[config.mk]
export PLATFORM = sky130hd
export DESIGN_NAME = alu_operand_stack
export DESIGN_NICKNAME = d
export VERILOG_FILES = /design/src/rtl/alu_operand_stack.sv
export SDC_FILE = /design/constraint.sdc
export NUM_CORES = 1
export LEC_CHECK = 0
export ABC_AREA = 1
export BUFFER_PORTS_ARGS = -buffer_cell sky130_fd_sc_hd__buf_2
export CAP_MARGIN = 20
export CORE_MARGIN = 4
export CORE_UTILIZATION = 50
export CTS_CLUSTER_DIAMETER = 100
export CTS_CLUSTER_SIZE = 30
export DETAILED_ROUTE_END_ITERATION = 12
export PLACE_DENSITY_LB_ADDON = 0.2
export SLEW_MARGIN = 5
export SYNTH_ARGS = -nofsm -noshare
export SYNTH_HDL_FRONTEND = slang
export SYNTH_SLANG_ARGS = --single-unit
[constraint.sdc]
create_clock -name clk -period 2.75 [get_ports clk]
set_clock_uncertainty 0.05 [all_clocks]
set_input_delay 0.55 -clock clk [delete_from_list [all_inputs] [get_ports clk]]
set_output_delay 0.55 -clock clk [all_outputs]
set_load 0.02 [all_outputs]
[src/rtl/alu_operand_stack.sv]
// alu_operand_stack
//   Operand stack sitting between the instruction sequencer and the 16-bit ALU.
//   PUSH/POP/OP/NOP commands arrive on a valid/ready handshake. An OP loads the
//   ALU operand registers from the top entries, waits one CALC cycle for the
//   combinational ALU result, then writes that result back onto the stack.
// Ports
//   clk, rst_n          clock, asynchronous active-low reset
//   cmd_valid/ready     command handshake (ready is low during CALC)
//   cmd_op              00 PUSH, 01 POP, 10 OP, 11 NOP
//   cmd_data            PUSH value
//   cmd_func            ALU function for OP, bit 4 set means unary
//   alu_a/alu_b/alu_f   registered ALU inputs
//   alu_s               ALU result, consumed only in CALC
//   top, depth          top-of-stack (0 when empty) and entry count
//   err_over/err_under  sticky error flags, cleared by clr_err
module alu_operand_stack #(
  parameter int W     = 16,
  parameter int DEPTH = 16,
  parameter int AW    = 4
) (
  input  logic          clk,
  input  logic          rst_n,
  input  logic          cmd_valid,
  output logic          cmd_ready,
  input  logic [1:0]    cmd_op,
  input  logic [W-1:0]  cmd_data,
  input  logic [4:0]    cmd_func,
  output logic [W-1:0]  alu_a,
  output logic [W-1:0]  alu_b,
  output logic [4:0]    alu_f,
  input  logic [W-1:0]  alu_s,
  output logic [W-1:0]  top,
  output logic [AW:0]   depth,
  output logic          err_over,
  output logic          err_under,
  input  logic          clr_err
);

  localparam logic [1:0]  OP_PUSH = 2'b00;
  localparam logic [1:0]  OP_POP  = 2'b01;
  localparam logic [1:0]  OP_ALU  = 2'b10;
  localparam logic [AW:0] FULL    = (AW+1)'(DEPTH);

  typedef enum logic [0:0] {IDLE, CALC} state_t;

  state_t         state_reg, state_next;
  logic [W-1:0]   mem [DEPTH];
  logic [AW:0]    depth_reg, depth_next;
  logic [W-1:0]   top_reg, top_next;
  logic [W-1:0]   a_reg, a_next;
  logic [W-1:0]   b_reg, b_next;
  logic [4:0]     f_reg, f_next;
  logic           over_reg, over_next;
  logic           under_reg, under_next;

  logic           wr_en;
  logic [AW-1:0]  wr_addr;
  logic [W-1:0]   wr_data;
  logic [AW:0]    idx_top, idx_below;
  logic [W-1:0]   below_val;

  // top lives in its own register; the RAM only needs to supply the entry
  // underneath it (for POP and binary OP operand a).
  assign idx_top   = depth_reg - (AW+1)'(1);
  assign idx_below = depth_reg - (AW+1)'(2);
  assign below_val = mem[idx_below[AW-1:0]];

  always_comb begin
    state_next = state_reg;
    depth_next = depth_reg;
    top_next   = top_reg;
    a_next     = a_reg;
    b_next     = b_reg;
    f_next     = f_reg;
    // clear first so that an error raised in the same cycle overrides it
    over_next  = over_reg  & ~clr_err;
    under_next = under_reg & ~clr_err;
    wr_en      = 1'b0;
    wr_addr    = '0;
    wr_data    = '0;
    cmd_ready  = (state_reg == IDLE);

    case (state_reg)
      IDLE: begin
        if (cmd_valid) begin
          case (cmd_op)
            OP_PUSH: begin
              if (depth_reg != FULL) begin
                wr_en      = 1'b1;
                wr_addr    = depth_reg[AW-1:0];
                wr_data    = cmd_data;
                top_next   = cmd_data;
                depth_next = depth_reg + (AW+1)'(1);
              end else begin
                over_next = 1'b1;
              end
            end
            OP_POP: begin
              if (depth_reg != '0) begin
                depth_next = idx_top;
                top_next   = (depth_reg >= (AW+1)'(2)) ? below_val : '0;
              end else begin
                under_next = 1'b1;
              end
            end
            OP_ALU: begin
              if (cmd_func[4]) begin
                if (depth_reg != '0) begin
                  a_next     = top_reg;
                  b_next     = '0;
                  f_next     = cmd_func;
                  state_next = CALC;
                end else begin
                  under_next = 1'b1;
                end
              end else begin
                if (depth_reg >= (AW+1)'(2)) begin
                  a_next     = below_val;
                  b_next     = top_reg;
                  f_next     = cmd_func;
                  state_next = CALC;
                end else begin
                  under_next = 1'b1;
                end
              end
            end
            default: ;  // NOP
          endcase
        end
      end
      CALC: begin
        state_next = IDLE;
        top_next   = alu_s;
        wr_en      = 1'b1;
        wr_data    = alu_s;
        if (f_reg[4]) begin
          wr_addr = idx_top[AW-1:0];
        end else begin
          // the two operands collapse into one entry at the lower slot
          wr_addr    = idx_below[AW-1:0];
          depth_next = idx_top;
        end
      end
      default: state_next = IDLE;
    endcase
  end

  always_ff @(posedge clk or negedge rst_n) begin
    if (!rst_n) begin
      state_reg <= IDLE;
      depth_reg <= '0;
      top_reg   <= '0;
      a_reg     <= '0;
      b_reg     <= '0;
      f_reg     <= '0;
      over_reg  <= 1'b0;
      under_reg <= 1'b0;
    end else begin
      state_reg <= state_next;
      depth_reg <= depth_next;
      top_reg   <= top_next;
      a_reg     <= a_next;
      b_reg     <= b_next;
      f_reg     <= f_next;
      over_reg  <= over_next;
      under_reg <= under_next;
    end
  end

  // Stack storage: contents are don't-care after reset, so no reset here.
  always_ff @(posedge clk) begin
    if (wr_en) begin
      mem[wr_addr] <= wr_data;
    end
  end

  assign alu_a     = a_reg;
  assign alu_b     = b_reg;
  assign alu_f     = f_reg;
  assign top       = top_reg;
  assign depth     = depth_reg;
  assign err_over  = over_reg;
  assign err_under = under_reg;

endmodule

==> results.ini <==
[run_status]
status=finished, final reports clean

[layout]
nets=1673
final-seq-area_mm2=0.00922
multi_input_area_mm2=0.00412
syn2layout_area_growth_pct=10.8
layout.cells.non_filler=2008
antennaDiodeCount=0
largest_register=mem
fillers=2561
largest_register_ffs=256
final_area_mm2=0.0162
layout-drive-gt1-share_pct=13.7

[grt]
grt_use_met3_pct=2.40
grt_antenna_before_repair=0
globalRouteMet2Util_pct=37.6
grt_usage_pct=22.8
overflow=0
grt_max_degree=133
grt_pass1_wl_um=56500
grt-busiest-layer=met2
grt_pass1_vias=9904
grt_util_met1_pct=32.4

[power]
p_leak_uw=0.00739
total_power_uw=15900
ir_drop_uv=663
p_per_area_mw_per_mm2=978

[die]
die_w_um=179
core_mm2=0.0288
rows=62
dieArea_mm2=0.0321
die_height_um=179
initial_core_util_pct=50.9
pin_count=104

[placed_design]
dp.cells=1986
post_dp_cell_area_mm2=0.0158
gp_congestion=0.893
dp_hpwl_um=23300
numPortBuffers=103

[sta]
rsz0062_at_grt=no
max_freq_mhz=391
finalHoldViolations=0
slew_headroom_pct=58.2
min_period_over_period_pct=93.1
fin_setup_tns_ns=0
drv_slew=0
hold_slack_ns=0.187
post-route-min-period_ns=2.56
worst_pin_slew_ns=0.626
setup_viol=0

[synth]
synth_warnings=0
syn_area_mm2=0.0147
syn_inst=1518
synthArstFlopShare_pct=19.2
avgSynthCellArea_um2=9.66
synth_cell_types=38
synth_ff_type=edfxtp_1
synth_edf_count=256
synth-seq-area-share_pct=62.8
ys_ff_latch=317
synthesis.nets=1571

[route]
vias_per_cell=5.25
vias=10500
drc=0
ant_nets=0
firstDrtPassIters=5
drtIter0Drc=979
wl_per_cell_um=18.6
totalWireLength_um=37300

[clock_tree]
cts_tree=done
cts_setup_buffers=0
cts_buffer_depth=3
clk_pin_slew_ns=0.11
htreeDepth=1
cts_num_sinks=317
cts_buffers=14
insertion_delay_ns=0.50
cts_root_buf=clkbuf_16

[critical_path]
crit_type=flip-flop to flip-flop
cp-end-kind=flip-flop
crit_fanout=10
worst_setup_path_start_kind=flip-flop
crit_required_ns=2.91
arrival_ns=2.72

[flow_run]
maxCapViolations=0

[worst_hold_path]
hp-class=input port to flip-flop

## where the power goes
part | switching, µW | internal [µW] | leakage, µW
clock network | 1420 | 1020 | 0.000196
registers | 360 | 5800 | 0.00311
logic | 5170 | 2110 | 0.00408
## routing by layer
| metal | up-vias | share of wire (%) |
|---|---|---|
| met1 | 5000 | 44 |
| met5 | - | 0 |
| met4 | 0 | 2.7 |
| li1 | 5105 | - |
| met2 | 385 | 47 |
| met3 | 56 | 6.4 |
## cells by family after synthesis
logic type,share of synthesized area [%]
and+or+nand+nor,21.1
AOI/OAI and AO/OA,5.04
xor gates and xnor gates,0.657
DFF,62.8
buffers and inverters,9.52
adders and majority gates,0.853
## worst paths after layout
check | to | slack (ns) | start | cells after the start
setup / recovery | mem[0][3] | 0.19 | depth[0] | 8
hold / removal | alu_f[1] | 0.19 | cmd_func[1] | 3
setup reg to reg | mem[0][3] | 0.19 | depth[0] | 8
hold reg to reg | alu_f[3] | 0.43 | alu_f[3] | 2
max in group asynchronous | alu_a[4] | 1.50 | rst_n | 3
min in group asynchronous | alu_a[0] | 0.55 | rst_n | 2
## area by class of cell
| type | instances | area share [%] |
|---|---|---|
| well taps | 384 | 2.96 |
| multi-input cells | 881 | 25.3 |
| inverters | 241 | 5.62 |
| clock inverters | 1 | 0.100 |
| flip-flops and latches | 317 | 56.8 |
| clock buffers | 19 | 2.40 |
| repair buffers | 165 | 6.82 |
## stage by stage
stage | worst slack, ns | util [%]
finish | 0.191 | 56.4
global route | 0.0844 | 56.4
CTS | 0.0919 | 56.3
detailed placement | 0.109 | 54.9
global placement | 0.127 | 54.9
floorplan | -0.225 | -
## synth_stat cells (2+ instances only)
library cell	n	share of area, %
clkbuf_1	18	0.46
buf_2	34	1.2
buf_6	14	1.1
o31ai_1	16	0.82
o21ai_1	14	0.48
a21oi_1	47	1.6
nand3_1	213	7.3
dfrtp_1	61	10
a21oi_2	5	0.30
a22oi_1	2	0.10
edfxtp_1	256	52
nand2_1	472	12
nand2_4	3	0.23
inv_2	3	0.077
nor2_1	36	0.92
buf_4	8	0.41
buf_1	3	0.077
nand2_2	2	0.085
inv_1	237	6.1
xor2_1	5	0.30
o21ai_0	43	1.5
ha_1	10	0.85
## placed cells by master (no fill, tap or decap), types with 2 or more instances in the layout
cell,n
clkbuf_16,16
xor2_1,5
nor2_1,20
a21oi_1,47
o21ai_1,14
a22oi_1,2
nor2_2,13
inv_1,237
inv_2,2
buf_12,7
nor2_4,5
edfxtp_1,256
buf_2,103
nand2_4,3
nand2_1,472
nand3_1,213
ha_1,10
nand2_2,2
o21ai_0,43
dfrtp_1,59
o31ai_1,16
a21oi_2,5
buf_4,52
clkbuf_1,4
## timing repair
item                                   CTS  global route
gates resized for setup                  0             1
setup endpoints to repair                0            20
endpoints found under the hold margin   19             0
hold buffers                             1             0
## worst max-delay path: stages (launching register included)
cell     delay, ns
dfrtp_4       0.55
inv_4         0.10
ha_1          0.22
xnor2_1       0.16
nand2_1       0.08
a22oi_1       0.25
nand3_1       0.36
nor2_2        0.22
buf_4         0.26
No activity file was read; power rests on OpenSTA's default activity.
